### config.mk
export PLATFORM = sky130hd
export DESIGN_NAME = ieee754_mul_seq_flat
export DESIGN_NICKNAME = d
export VERILOG_FILES = /design/src/rtl/ieee754_pkg.sv /design/src/rtl/ieee754_mul_seq_if.sv /design/src/rtl/ieee754_classify.sv /design/src/rtl/ieee754_mul_seq.sv /design/src/flat_wrapper.sv
export SDC_FILE = /design/constraint.sdc
export NUM_CORES = 1
export LEC_CHECK = 0
export ABC_AREA = 1
export BUFFER_PORTS_ARGS = -buffer_cell sky130_fd_sc_hd__buf_2
export CORE_MARGIN = 2
export CORE_UTILIZATION = 55
export DETAILED_ROUTE_END_ITERATION = 16
export PLACE_DENSITY = 0.73
export SYNTH_ARGS = -nofsm -noshare
export SYNTH_HDL_FRONTEND = slang
export SYNTH_SLANG_ARGS = --single-unit
### constraint.sdc
create_clock -name clk -period 8.1 [get_ports clk]
set_clock_uncertainty 0.05 [all_clocks]
set_input_delay 1.215 -clock clk [delete_from_list [all_inputs] [get_ports clk]]
set_output_delay 1.215 -clock clk [all_outputs]
set_load 0.1 [all_outputs]
### src/rtl/ieee754_pkg.sv
// rtl/ieee754_pkg.sv - shared single-precision constants and FSM encoding
package ieee754_pkg;

    localparam int EXP_BIAS = 127;
    localparam int EXP_MAX  = 255;
    localparam int MANT_W   = 24;
    localparam logic [31:0] QNAN = 32'h7FC00000;

    typedef logic [1:0] state_t;
    localparam state_t ST_IDLE = 2'd0;
    localparam state_t ST_MUL  = 2'd1;
    localparam state_t ST_NORM = 2'd2;
    localparam state_t ST_DONE = 2'd3;

    function automatic logic [31:0] signed_inf(input logic s);
        return {s, 8'hFF, 23'd0};
    endfunction

endpackage

### src/rtl/ieee754_mul_seq_if.sv
// rtl/ieee754_mul_seq_if.sv - request/result bundle of the sequential multiplier
interface ieee754_mul_seq_if;
    logic        start;
    logic [31:0] a;
    logic [31:0] b;
    logic        busy;
    logic        done;
    logic [31:0] result;
    logic        overflow;
    logic        underflow;

    modport master (output start, a, b,
                    input  busy, done, result, overflow, underflow);
    modport slave  (input  start, a, b,
                    output busy, done, result, overflow, underflow);
endinterface

### src/rtl/ieee754_classify.sv
// rtl/ieee754_classify.sv - combinational NaN/inf/zero classification of one operand
module ieee754_classify
    import ieee754_pkg::*;
(
    input  logic [31:0] x,
    output logic        is_nan,
    output logic        is_inf,
    output logic        is_zero
);
    logic exp_max;

    assign exp_max = (x[30:23] == 8'(EXP_MAX));
    assign is_nan  = exp_max && (x[22:0] != 23'd0);
    assign is_inf  = exp_max && (x[22:0] == 23'd0);
    // Denormals are flushed, so any zero exponent counts as zero.
    assign is_zero = (x[30:23] == 8'd0);
endmodule

### src/rtl/ieee754_mul_seq.sv
// rtl/ieee754_mul_seq.sv - shift-add single-precision multiplier, truncating, 26-cycle latency
module ieee754_mul_seq
    import ieee754_pkg::*;
(
    input  logic              clk,
    input  logic              rst,
    ieee754_mul_seq_if.slave  bus
);
    state_t              state;
    logic [4:0]          cnt;
    logic [2*MANT_W-1:0] prod;
    logic [2*MANT_W-1:0] mcand;
    logic [MANT_W-1:0]   mplier;
    logic                sign;
    logic [7:0]          ea;
    logic [7:0]          eb;
    logic [31:0]         result_q;
    logic                ovf_q;
    logic                udf_q;

    logic nan_a, inf_a, zero_a, nan_b, inf_b, zero_b;

    ieee754_classify u_cls_a (.x(bus.a), .is_nan(nan_a), .is_inf(inf_a), .is_zero(zero_a));
    ieee754_classify u_cls_b (.x(bus.b), .is_nan(nan_b), .is_inf(inf_b), .is_zero(zero_b));

    logic        in_sign;
    logic        is_special;
    logic [31:0] spec_res;

    assign in_sign    = bus.a[31] ^ bus.b[31];
    assign is_special = nan_a | nan_b | inf_a | inf_b | zero_a | zero_b;

    always_comb begin
        spec_res = {in_sign, 31'd0};
        if (nan_a || nan_b || (inf_a && zero_b) || (inf_b && zero_a))
            spec_res = QNAN;
        else if (inf_a || inf_b)
            spec_res = signed_inf(in_sign);
    end

    logic signed [9:0] exp_s;
    logic [22:0]       frac;
    logic [31:0]       norm_res;
    logic              norm_ovf;
    logic              norm_udf;

    always_comb begin
        exp_s = $signed({2'b00, ea}) + $signed({2'b00, eb}) - $signed(10'(EXP_BIAS))
              + $signed({9'd0, prod[47]});
        frac     = prod[47] ? prod[46:24] : prod[45:23];
        norm_res = {sign, exp_s[7:0], frac};
        norm_ovf = 1'b0;
        norm_udf = 1'b0;
        if (exp_s >= $signed(10'(EXP_MAX))) begin
            norm_res = signed_inf(sign);
            norm_ovf = 1'b1;
        end else if (exp_s <= 10'sd0) begin
            norm_res = {sign, 31'd0};
            norm_udf = 1'b1;
        end
    end

    // Low product bits fall away under truncation.
    logic unused_low_bits;
    assign unused_low_bits = ^prod[22:0];

    always_ff @(posedge clk or posedge rst) begin
        if (rst) begin
            state    <= ST_IDLE;
            cnt      <= 5'd0;
            prod     <= '0;
            mcand    <= '0;
            mplier   <= '0;
            sign     <= 1'b0;
            ea       <= 8'd0;
            eb       <= 8'd0;
            result_q <= 32'd0;
            ovf_q    <= 1'b0;
            udf_q    <= 1'b0;
        end else begin
            case (state)
                ST_IDLE: begin
                    if (bus.start) begin
                        if (is_special) begin
                            result_q <= spec_res;
                            ovf_q    <= 1'b0;
                            udf_q    <= 1'b0;
                            state    <= ST_DONE;
                        end else begin
                            sign   <= in_sign;
                            ea     <= bus.a[30:23];
                            eb     <= bus.b[30:23];
                            mcand  <= {{MANT_W{1'b0}}, 1'b1, bus.a[22:0]};
                            mplier <= {1'b1, bus.b[22:0]};
                            prod   <= '0;
                            cnt    <= 5'd0;
                            state  <= ST_MUL;
                        end
                    end
                end
                ST_MUL: begin
                    // One multiplier bit per cycle, LSB first.
                    if (mplier[0])
                        prod <= prod + mcand;
                    mcand  <= mcand << 1;
                    mplier <= mplier >> 1;
                    if (cnt == 5'(MANT_W - 1)) begin
                        cnt   <= 5'd0;
                        state <= ST_NORM;
                    end else begin
                        cnt <= cnt + 5'd1;
                    end
                end
                ST_NORM: begin
                    result_q <= norm_res;
                    ovf_q    <= norm_ovf;
                    udf_q    <= norm_udf;
                    state    <= ST_DONE;
                end
                ST_DONE: state <= ST_IDLE;
                default: state <= ST_IDLE;
            endcase
        end
    end

    assign bus.busy      = (state != ST_IDLE);
    assign bus.done      = (state == ST_DONE);
    assign bus.result    = result_q;
    assign bus.overflow  = ovf_q;
    assign bus.underflow = udf_q;
endmodule

### src/flat_wrapper.sv
// flat-port wrapper written by rule: the top's interface ports become plain ports
module ieee754_mul_seq_flat import ieee754_pkg::*;
  (clk, rst, bus_start, bus_a, bus_b, bus_busy, bus_done, bus_result, bus_overflow, bus_underflow);
  ieee754_mul_seq_if bus_i ();
  input  logic clk;
  input  logic rst;
  input wire logic [$bits(bus_i.start)-1:0] bus_start;
  input wire logic [$bits(bus_i.a)-1:0] bus_a;
  input wire logic [$bits(bus_i.b)-1:0] bus_b;
  output wire logic [$bits(bus_i.busy)-1:0] bus_busy;
  output wire logic [$bits(bus_i.done)-1:0] bus_done;
  output wire logic [$bits(bus_i.result)-1:0] bus_result;
  output wire logic [$bits(bus_i.overflow)-1:0] bus_overflow;
  output wire logic [$bits(bus_i.underflow)-1:0] bus_underflow;
  assign bus_i.start = bus_start;
  assign bus_i.a = bus_a;
  assign bus_i.b = bus_b;
  assign bus_busy = bus_i.busy;
  assign bus_done = bus_i.done;
  assign bus_result = bus_i.result;
  assign bus_overflow = bus_i.overflow;
  assign bus_underflow = bus_i.underflow;
  ieee754_mul_seq u_core (.clk(clk), .rst(rst), .bus(bus_i));
endmodule
After elaboration in Yosys (flattened, before gate mapping)
Index checks and enable logic that the tools add are counted.
- flip-flop bits (word level): 178
- logic and storage cells: 94
- bits of input ports: 67
- muxes and demuxes: 33
- reduce and logical (&&, ||, !) cells: 25
- $lt $le $gt $ge: 2
- bitwise logic cells: 7
- eq/ne operators: 11
- add/sub/neg operators: 5
- operators with widths (operator ; count):
    48-bit 2-to-1 mux ; 5
    48-bit case mux with 2 select lines ; 2
    32-bit 2-to-1 mux ; 3
    31-bit 2-to-1 mux ; 3
    32-bit case mux with 2 select lines ; 1
    48-bit adder ; 1
    24-bit 2-to-1 mux ; 2
    24-bit case mux with 2 select lines ; 1
    23-bit zero test ; 2
    23-bit nonzero test ; 2
    23-bit 2-to-1 mux ; 1
    8-bit == test, second input constant ; 2
    8-bit zero test ; 2
    5-bit 2-to-1 mux ; 3
    10-bit by 2-bit adder with 10-bit output ; 1
    10-bit by 9-bit >= comparator with 1-bit output, second input constant ; 1
    10-bit by 1-bit <= comparator with 1-bit output, second input constant ; 1
    5-bit case mux with 2 select lines ; 1
    10-bit by 8-bit subtractor with 10-bit output, second input constant ; 1
    8-bit by 8-bit adder with 9-bit output ; 1
    3-bit AND reduction ; 3
    2-bit case mux with 4 select lines ; 1
    1-bit logical AND ; 6
    2-bit 2-to-1 mux ; 3
    other kinds (16) ; 34

Depth between registers and ports, before layout
Gate-level depths: netlist of run 1.
- depth after elaboration: 10
- depth in mapped cells: 21
- depth with buffers taken out: 19

By module
Synthesis of run 1 repeated with hierarchy kept, for this count alone.
- cell total of the unflattened synthesis: 1847
- area, all modules: 12182.9 um^2
- by module, submodules not included (module ; times used ; area an instance (um^2) ; cells each):
    ieee754_mul_seq ; 1 ; 11890.2 ; 1775
    ieee754_classify ; 2 ; 146.4 ; 36

Least setup slack after synthesis of run 1
No wires, ideal clock.
- path kind: input-to-reg
- from: input bus_b[20]
- to: register u_core.prod[21]
- buffers on the path: 2
- slack: 5.353 ns
- arrival time: 2.579 ns
- stages: 15
- data required time: 7.932 ns
- cell sequence: nor3_1 > nor2b_1 > nand3_1 > nand2_1 > nand2_1 > nor2_2 > nand2_2 > inv_2 > nand2_2 > o21ai_4 > nand2_4 > buf_2 > buf_6 > nand2_1 > nand2_1
- longest elaborated chain between the ends: 9
- elaborated cells between the ends (all ways): 11
- those cells by class: eq/ne: 1; bitwise: 5; reduce/logical: 5
- ends and longest elaborated chain (element ; RTL line ; text):
    from (decl) ; flat_wrapper.sv:9 ; input wire logic [$bits(bus_i.b)-1:0] bus_b;
    23-bit nonzero test ; ieee754_classify.sv:13 ; assign is_nan = exp_max && (x[22:0] != 23'd0);
    1-bit logical AND ; ieee754_classify.sv:13 ;
    1-bit bitwise OR (2 in series) ; ieee754_mul_seq.sv:31 ; assign is_special = nan_a | nan_b | inf_a | inf_b | zero_a | zero_b;
    1-bit bitwise OR (*) (3 in series) ; ieee754_mul_seq.sv:31 ;
    2-bit inequality test (no line) (*) ; n/a ;
    4-bit AND reduction (no line) (*) ; n/a ;
    to (signal assigned) ; ieee754_mul_seq.sv:104 ; prod <= prod + mcand;
    to (decl) ; ieee754_mul_seq.sv:11 ; logic [2*MANT_W-1:0] prod;
Mark *: on every way between the ends. The rest lies on a longest branch, timed or not.
A chain may end at the register's enable or synchronous reset.

Worst setup path in the final report of run 1
- from: input bus_a[15]
- to: register u_core.prod[24]
- longest elaborated chain between the ends: 9
- elaborated cells between the ends (all ways): 11
- those cells by class: eq/ne: 1; bitwise: 5; reduce/logical: 5
- ends and longest elaborated chain (element ; RTL line ; text):
    from (decl) ; flat_wrapper.sv:8 ; input wire logic [$bits(bus_i.a)-1:0] bus_a;
    23-bit nonzero test ; ieee754_classify.sv:13 ;
    1-bit logical AND ; ieee754_classify.sv:13 ;
    1-bit bitwise OR ; ieee754_mul_seq.sv:31 ;
    1-bit bitwise OR (*) (4 in series) ; ieee754_mul_seq.sv:31 ;
    2-bit inequality test (no line) (*) ; n/a ;
    4-bit AND reduction (no line) (*) ; n/a ;
Marked as above.

==> impl_results.md, run 1 <==
* Netlist Area Pre-Place at between 10000 and 15000 µm²
* Worst-path clk slew at about 0.070 ns
* Global-route wire length before repair at around 56000 µm
* Cts hold-fix bufs at 0
* #FFs+latches synth at 178
* Max Root-Sink Buffers at 2
* Pwr Total at ~0.0045 W
* Crit Path Max Fanout at 80
* Clock sinks at between 150 and 200
* Leak at 6.73 nW
* Total Neg Setup Slack at 0 ns
* Post-synth top area cell: dfrtp_1
* Synth async-reset ratio at 1.00
* Vias/cell at 5.47
* Post-Synthesis Cells at between 1500 and 2000
* # setup viols final at 0
* Tightest Pin Transition at ~1.1 ns
* Area grow syn2layout at 9.66%
* Ports at a little over 100
* Largest net degree at the start of global routing at around 110
* Tmin final at between 4 and 5 ns
* NumNets Final at slightly below 2000
* Vias in the first global route at ~11000
* Synth area leaders: dfrtp_1 (36%), nand2_1 (16%), o21ai_0 (7.8%)
* RSZ-0062 raised after global routing: no
* DRT iter0 DRCs at 1039
* Initial Utilization at 0.563
* Root buf cell: clkbuf_16
* DRC Markers at 0
* CTS tree: yes
* Dpl hpwl at between 20000 and 30000 µm
* Postcts setup bufs at 0
* Critical Path End Type: flop
* Die Span Y at around 150 µm
* Commonest cells post-synth: nand2_1 (526), inv_1 (212), o21ai_0 (194)
* Ys flop type: dfrtp_1
* Status: finished clean
* Final wirelength at between 30000 and 40000 µm
* Worst setup SP type: input pin
* Drt pass-1 iters at 5
* Share of layout cells above drive strength 1 at 0.108
* Detail Route Antenna Nets at 0
* Max VDD drop at between 0.00015 and 0.0002 V
* Grt ovf at 0
* GP Congestion at between 0.9 and 1
* Die area at about 24000 µm²
* Sequential area share after synthesis at 0.360
* Drt wl/cell at between 15 and 20 µm
* Row cnt at 54
* Max Clk Rate at 225 MHz
* Max-cap viol count at 0
* Die Wd at 154 µm
* # diodes at 0
* Final hold viol count at 0
* Syn. warnings at 0
* Data required time of the critical path at 8.42 ns
* Top-area cell type share of the netlist area at 0.360
* Overall Global Routing Usage at 0.290
* Number of flops mapped to enable cells by yosys at 0
* Core ar. at roughly 22000 µm²
* CP arrival at around 4.8 ns
* Max H-tree Level at 4
* Slew HR at 0.249
* Pwr Density at 333 nW/µm²
* Initial antenna violation count at 0
* HP Class: reg -> reg
* Syn nets at between 1500 and 2000
* Synth Area per Inst at 6.92 µm²
* Clock Latency Late Sink at 0.43 ns
* Count of cell types in the netlist at 43
* Crit share post-route at 0.549
* CTS resizes at 0
* Top-count cell post-synth: nand2_1
* Setup CP Type: in -> reg
* Vias at 11700
* I/O Buffers at 102
* Max Slew Vio Count at 0
* Total CTS buffers at 17
-- where the power goes --
group | total (W) | internal, W | switching [W] | leakage, nW
Combinational | 0.00242 | 0.000675 | 0.00175 | 4.10
Clock | 0.000818 | 0.000412 | 0.000406 | 0.285
Sequential | 0.00128 | 0.00112 | 0.000155 | 2.35
Total | 0.00452 | 0.00221 | 0.00231 | 6.73
-- layer usage --
| layer | vias to the layer above | GRT usage | share of wire |
|---|---|---|---|
| li1 | 5945 | - | - |
| met1 | 5443 | 0.400 | 0.47 |
| met2 | 309 | 0.480 | 0.46 |
| met3 | 51 | 0.0383 | 0.044 |
| met4 | 0 | 0.0832 | 0.023 |
| met5 | - | 0 | 0 |
-- flip-flops by register name (all words and copies together), names as in the netlist --
signal and count:
u_core.bus.result 32, u_core.bus.underflow 1, u_core.sign 1, u_core.cnt 5
u_core.mplier 24, u_core.state 2, u_core.bus.overflow 1, u_core.prod 48
u_core.mcand 48, u_core.ea 8, u_core.eb 8
-- path summary, 6_finish.rpt --
check	slack (ns)	end	cells past startpoint	startpoint
worst min register to register	0.43	u_core.bus.result[15]	2	u_core.bus.result[15]
worst max-delay path	3.66	u_core.prod[24]	16	bus_a[15]
worst min-delay path	0.43	u_core.bus.result[15]	2	u_core.bus.result[15]
min in group asynchronous	0.94	u_core.eb[5]	2	rst
worst max register to register	4.01	u_core.prod[24]	8	u_core.state[1]
max in group asynchronous	5.59	u_core.mcand[16]	3	rst
-- metrics by stage --
stage	setup WS (ns)	std cells	area, µm²	util	hold WS [ns]
2_1_floorplan	2.00	1788	12400	-	0.396
3_3_place_gp	3.37	2114	13000	0.591	0.408
3_5_place_dp	3.27	2114	13000	0.591	0.411
4_1_cts	3.69	2146	13600	0.618	0.430
5_1_grt	3.27	2146	13600	0.618	0.448
6_report	3.66	2146	13600	0.618	0.425
-- cells by family (layout without fill, tap and decap cells) --
| group | after synthesis | count (layout) | share of synthesized area |
|---|---|---|---|
| simple gates | 892 | 892 | 0.309 |
| xor+xnor | 30 | 30 | 0.0212 |
| mux | 6 | 6 | 0.00546 |
| fa+ha+maj | 64 | 64 | 0.0659 |
| compound gates | 342 | 342 | 0.149 |
| buf+inv | 276 | 354 | 0.0902 |
| flops | 178 | 178 | 0.360 |
-- critical path, stage by stage --
cell and delay [ns]:
buf_2 0.10, inv_1 0.06, nand4_1 0.09, nor2_1 0.39
nand3_1 0.16, nand2_1 0.10, nand2_1 0.06, nor2_2 0.12
nand2_2 0.08, inv_2 0.10, nand2_2 0.30, o21ai_4 0.52
nand2_4 0.71, inv_2 0.48, nand3_1 0.13, nand2_1 0.09
-- final cells by class --
class | count | area, µm²
Clock buffer | 17 | 425
Clock inverter | 15 | 163
Fill cell | 2113 | 8390
Inverter | 217 | 820
Multi-Input combinational cell | 1334 | 6820
Sequential cell | 178 | 4450
Tap cell | 280 | 350
Timing Repair Buffer | 105 | 533
-- layout by cell type (no fill, tap or decap), types with 5 or more instances in the layout --
master,synthesis,final
nand3_1,92,92
clkbuf_16,0,17
o211ai_1,22,22
xor2_1,24,24
clkinv_8,0,5
dfrtp_1,178,178
nand2_1,526,526
a21oi_1,80,80
a31oi_1,7,7
nor2_1,171,171
nand4_1,34,34
inv_2,4,5
nor3_1,13,13
o21ai_1,18,18
o21bai_1,12,12
mux2_2,6,6
ha_1,62,61
nand3_2,22,22
o21ai_0,194,194
inv_6,0,6
buf_2,14,102
inv_1,212,210
xnor2_1,6,6
nand2_2,14,14
Note: power is estimated with default switching activity, not from simulation.
==> run 2: changes to the inputs <==
- PLACE_DENSITY: 0.73 -> 0.76
- clock period: 8.1 -> 3.6 ns (I/O delays scaled with it)
==> run 2 against run 1 <==
Effect of this change:
- routed wire length is 2.8% higher
- sequential share of layout area is 0.29 points lower
- non-clock buffer count is 8 higher
==> impl_results.md, run 2 (synthesis results as in run 1) <==
* Die Wd at 154 µm (unchanged)
* Worst setup SP type: flop (was input pin)
* Die Span Y at 154 µm (unchanged)
* Crit Path Max Fanout at 5 (was 80)
* Initial antenna violation count at 0 (unchanged)
* Max Clk Rate at ~340 MHz
* Drt pass-1 iters at 6 (was 5)
* Die area at 23700 µm² (unchanged)
* FF-to-FF path depth at 14 (was 8)
* Fillers at 2043 (was 2113)
* Most frequent cells in the layout: nand2_1 (526), inv_1 (210), o21ai_0 (194) (unchanged)
* # setup viols final at 0 (unchanged)
* Drt wl/cell at 15.9 µm (was 15.5 µm)
* Vias at 12000 (was 11700)
* Detail Route Antenna Nets at 0 (unchanged)
* Vias in the first global route at 11600 (was 11200)
* R2R setup slack at 0.68 ns (was 4.01 ns)
* Max H-tree Level at 4 (unchanged)
* Clock Latency Late Sink at 0.45 ns (was 0.43 ns)
* DRC Markers at 0 (unchanged)
* Commonest non-fill, non-tap cell in the layout: nand2_1 (unchanged)
* Vias/cell at 5.55 (was 5.47)
* Postcts setup bufs at 0 (unchanged)
* Root buf cell: clkbuf_16 (unchanged)
* Final hold viol count at 0 (unchanged)
* RSZ-0062 raised after global routing: no (unchanged)
* Cts hold-fix bufs at 0 (unchanged)
* Critical R2R Launch: u_core.mcand[2] (was u_core.state[1])
* Total Neg Setup Slack at 0 ns (unchanged)
* Max-cap viol count at 0 (unchanged)
* Routed length on met1 at 15700 µm (was 15600 µm)
* Row cnt at 54 (unchanged)
* NumNets Final at 1992 (was 1984)
* Crit share post-route at 0.810
* Ports at 103 (unchanged)
* Hold_ws at 0.233 ns (was 0.425 ns)
* CP arrival at 3.22 ns (was 4.76 ns)
* Largest net degree at the start of global routing at 135 (was 107)
* Tmin final at 2.92 ns
* Leak at 6.79 nW (was 6.73 nW)
* Final wirelength at 34200 µm (was 33300 µm)
* Metal2 WL at 15900 µm (was 15400 µm)
* Worst-path clk slew at 0.08 ns (was 0.07 ns)
* Routed length on met3 at 1810 µm (was 1470 µm)
* Max Root-Sink Buffers at 2 (unchanged)
* Data required time of the critical path at 3.91 ns (was 8.42 ns)
* DRT iter0 DRCs at 932 (was 1039)
* Global-route wire length before repair at 57400 µm (was 55500 µm)
* Max layer used: met4 (unchanged)
* Pre-CTS setup slack at 0.480 ns (was 3.27 ns)
* Final worst setup slack at 0.683 ns (was 3.66 ns)
* Status: finished clean (unchanged)
* Initial Utilization at 0.563 (unchanged)
* Area grow syn2layout at 10.6% (was 9.66%)
* Dpl hpwl at 25800 µm (was 25400 µm)
* Core ar. at 22000 µm² (unchanged)
* Slew HR at 0.505 (was 0.249)
* Max VDD drop at 0.000472 V (was 0.000191 V)
* # diodes at 0 (unchanged)
* CTS tree: yes (unchanged)
* Pwr Density at 759 nW/µm² (was 333 nW/µm²)
* Overall Global Routing Usage at 0.301 (was 0.290)
* Clock sinks at 178 (unchanged)
* HP Class: in -> async (was reg -> reg)
* I/O Buffers at 102 (unchanged)
* Tightest Pin Transition at 0.742 ns (was 1.12 ns)
* RR Endpoint: u_core.prod[45] (was u_core.prod[24])
* Share of layout cells above drive strength 1 at 0.112 (was 0.108)
* Total CTS buffers at 17 (unchanged)
* Critical Path End Type: flop (unchanged)
* Setup CP Type: reg -> reg (was in -> reg)
* CTS resizes at 0 (unchanged)
* Grt ovf at 0 (unchanged)
* Max Slew Vio Count at 0 (unchanged)
* GP Congestion at 0.989 (was 0.978)
## run 2: metrics by stage
stage          power, W  cell area, µm²  cells   util
4_1_cts          0.0104           13700   2154  0.623
5_1_grt          0.0113           13700   2154  0.623
3_3_place_gp    0.00839           13100   2122  0.595
3_5_place_dp    0.00848           13100   2122  0.595
2_1_floorplan   0.00734           12400   1788      -
6_report         0.0104           13700   2154  0.623
## run 2: worst max-delay path, cell delays in order, from the launching register on
cell,delay (ns)
dfrtp_1,0.41
ha_1,0.37
a21oi_1,0.20
nand2_1,0.20
a21oi_1,0.31
inv_1,0.14
nand2_1,0.08
nand2_1,0.17
nand2_1,0.11
nand2_1,0.20
nand2_1,0.19
nand3_1,0.10
nand2_1,0.07
nand3_1,0.06
o21ai_0,0.18
## run 2: metal layers
metal | GRT usage | vias up
met5 | 0 | -
met4 | 0.0895 | 0
met3 | 0.0440 | 63
met2 | 0.499 | 327
met1 | 0.410 | 5608
li1 | - | 5956
## run 2: layout make-up
cell class / count / area, µm² / area share
multi-input cells: 1334 / 6820 / 0.498
flip-flops and latches: 178 / 4450 / 0.325
inverters: 217 / 818 / 0.0598
repair buffers: 113 / 631 / 0.0461
clock buffers: 17 / 425 / 0.0311
well taps: 280 / 350 / 0.0256
clock inverters: 15 / 185 / 0.0135
## run 2: how the worst max path moves through the flow
stage	from	endpoint	cells past startpoint
final	u_core.mcand[2]	u_core.prod[45]	14
after floorplan	rst	u_core.bus.overflow	1
after global routing	u_core.eb[0]	u_core.bus.result[23]	16
after global placement	bus_a[8]	u_core.bus.result[27]	16
after CTS	u_core.eb[0]	u_core.bus.result[19]	16
after detailed placement	bus_a[11]	u_core.bus.result[24]	16
## run 2: power breakdown
part	internal (W)	leakage, nW	switching [W]
sequential	0.00252	2.35	0.000339
combinational	0.00159	4.15	0.00402
clock	0.000946	0.292	0.000968
==> run 3: changes to the inputs <==
- PLACE_DENSITY: 0.76 -> 0.73
- clock period: 3.6 -> 2.8 ns (I/O delays scaled with it)
==> run 3 against run 2 <==
Effect of this change:
- global-route usage decreased by 0.27 points
- critical path depth increased by 1
- fmax increased by 5.5%
- clock power increased by 27%
- combinational power increased by 45%
- count of clock-buffer cells in the layout increased by 1
- first-iteration DRC count increased by 3.8%
- routed wire length increased by 2.2%
- sequential power increased by 28%
- register-to-register slack got worse by 0.65 ns
- non-clock buffer count increased by 25
- hold slack got worse by 0.17 ns
==> impl_results.md, run 3 (synthesis results as in run 1) <==
* Ports at 103 (unchanged)
* FF-to-FF path depth at 15 (was 14)
* Total Neg Setup Slack at 0 ns (unchanged)
* Drt wl/cell at 16.0 µm (was 15.9 µm)
* Clock sinks at 178 (unchanged)
* Global-route wire length before repair at 57300 µm (was 57400 µm)
* CP arrival at 3.04 ns (was 3.22 ns)
* Critical R2R Launch: u_core.ea[0] (was u_core.mcand[2])
* Status: finished clean (unchanged)
* DRC Markers at 0 (unchanged)
* Share of layout cells above drive strength 1 at 0.140 (was 0.112)
* Overall Global Routing Usage at 0.298 (was 0.301)
* Die area at 23700 µm² (unchanged)
* # setup viols final at 0 (unchanged)
* Critical Path End Type: flop (unchanged)
* Hold_ws at 0.0583 ns (was 0.233 ns)
* Leak at 6.98 nW (was 6.79 nW)
* RSZ-0062 raised after global routing: yes (was no)
* Final hold viol count at 0 (unchanged)
* Worst-path clk slew at 0.08 ns (about the same)
* Final worst setup slack at 0.0351 ns (was 0.683 ns)
* Vias at 12100 (was 12000)
* Pwr Density at 1010 nW/µm² (was 759 nW/µm²)
* Clock Latency Late Sink at 0.44 ns (was 0.45 ns)
* Max-cap viol count at 0 (unchanged)
* GP Congestion at 0.992 (was 0.989)
* Worst setup startpoint: u_core.ea[0] (was u_core.mcand[2])
* FF/Latch Area at 4450 µm² (unchanged)
* Crit share post-route at 0.987 (was 0.810)
* Fillers at 2007 (was 2043)
* Pre-CTS setup slack at 0.0103 ns (was 0.480 ns)
* HP Class: in -> async (unchanged)
* CTS tree: yes (unchanged)
* Worst setup SP type: flop (unchanged)
* I/O Buffers at 102 (unchanged)
* Detail Route Antenna Nets at 0 (unchanged)
* Tmin final at 2.76 ns (was 2.92 ns)
* Vias/cell at 5.52 (was 5.55)
* Max H-tree Level at 4 (unchanged)
* Max VDD drop at 0.000612 V (was 0.000472 V)
* Most frequent cells in the layout: nand2_1 (515), inv_1 (208), o21ai_0 (192) (was nand2_1 (526), inv_1 (210), o21ai_0 (194))
* Grt ovf at 0 (unchanged)
* Max Slew Vio Count at 0 (unchanged)
* Max Root-Sink Buffers at 2 (unchanged)
* Area grow syn2layout at 14.2% (was 10.6%)
* Initial antenna violation count at 1 (was 0)
* Vias in the first global route at 11600 (about the same)
* DRT iter0 DRCs at 967 (was 932)
* Drt pass-1 iters at 5 (was 6)
* Die Span Y at 154 µm (unchanged)
* Crit Path Max Fanout at 11 (was 5)
* NumNets Final at 2021 (was 1992)
* Setup CP Type: reg -> reg (unchanged)
* Multi-input gate area at 7030 µm² (was 6820 µm²)
* Final wirelength at 35000 µm (was 34200 µm)
* Pwr Total at 0.0143 W (was 0.0104 W)
* Max Clk Rate at 362 MHz (was 343 MHz)
* R2R setup slack at 0.04 ns (was 0.68 ns)
* Root buf cell: clkbuf_16 (unchanged)
* Commonest non-fill, non-tap cell in the layout: nand2_1 (unchanged)
* Dpl hpwl at 26100 µm (was 25800 µm)
* Row cnt at 54 (unchanged)
* Die Wd at 154 µm (unchanged)
* RR Endpoint: u_core.bus.result[4] (was u_core.prod[45])
* Data required time of the critical path at 3.08 ns (was 3.91 ns)
* Tightest Pin Transition at 0.717 ns (was 0.742 ns)
* Core ar. at 22000 µm² (unchanged)
* Initial Utilization at 0.563 (unchanged)
* # diodes at 0 (unchanged)
* Total CTS buffers at 17 (unchanged)
* Largest net degree at the start of global routing at 78 (was 135)
* Slew HR at 0.522 (was 0.505)
## run 3: cell count changes in the layout (fill, tap and decap cells not counted), moves of 3 or more
| cell | previous run | this run |
|---|---|---|
| ha_2 | 0 | 3 |
| nand2_8 | 0 | 5 |
| nand2_2 | 14 | 24 |
| nand2_1 | 526 | 515 |
| nand3_1 | 92 | 85 |
| ha_1 | 61 | 58 |
| a21oi_1 | 80 | 77 |
| nand3_2 | 22 | 27 |
| buf_12 | 3 | 8 |
| buf_4 | 8 | 28 |
## run 3: cell type report
| class | instances | area share |
|---|---|---|
| Clock buffer | 18 | 0.0304 |
| Clock inverter | 14 | 0.0115 |
| Inverter | 217 | 0.0582 |
| Multi-Input combinational cell | 1338 | 0.498 |
| Sequential cell | 178 | 0.315 |
| Tap cell | 280 | 0.0248 |
| Timing Repair Buffer | 138 | 0.0623 |
## run 3: how the worst max path moves through the flow
stage                                  endpoint  slack, ns  cells after the start
after floorplan             u_core.bus.overflow       0.05                      1
after global placement    u_core.bus.result[24]       0.05                     16
after detailed placement  u_core.bus.result[18]       0.01                     15
after CTS                 u_core.bus.result[18]       0.01                     15
after global routing      u_core.bus.result[18]      -0.12                     16
final                      u_core.bus.result[4]       0.04                     15
## run 3: power by group
group | switching [W] | total, W | leakage [nW] | internal [W]
logic | 0.00568 | 0.00816 | 4.34 | 0.00249
clock network | 0.00123 | 0.00243 | 0.288 | 0.00120
registers | 0.000425 | 0.00367 | 2.35 | 0.00324
## run 3: layer usage
| metal | up-vias | routed length, µm | global-route usage |
|---|---|---|---|
| met5 | - | 16 | 0 |
| met4 | 2 | 713 | 0.0734 |
| met3 | 51 | 1470 | 0.0358 |
| met2 | 312 | 16600 | 0.508 |
| met1 | 5670 | 16200 | 0.406 |
| li1 | 6020 | - | - |
## run 3: critical path: stages (launching register included)
cell and delay, ns:
dfrtp_1 0.40, ha_2 0.20, fa_1 0.48, ha_2 0.32, inv_1 0.06, nor3_1 0.19, nand2_1 0.07, nor2_1 0.10
nand2_1 0.06, nor2_1 0.15, nand2_2 0.09, nand2_4 0.14, nor2_4 0.05, buf_12 0.17, nand3_2 0.06, nand2_1 0.07
## run 3: repair_timing
item / CTS / global route
hold buffers: 0 / 0
setup endpoints to repair: 1 / 43
pin swaps: 1 / 22
setup buffers: 0 / 5
cloned: 0 / 4
gates resized for setup: 1 / 40
## run 3: stage by stage
stage / utilization / cells / area (µm²)
after global placement: 0.605 / 2142 / 13300
final: 0.644 / 2183 / 14100
after detailed placement: 0.605 / 2142 / 13300
after floorplan: - / 1788 / 12400
after CTS: 0.632 / 2174 / 13900
after global routing: 0.644 / 2183 / 14100
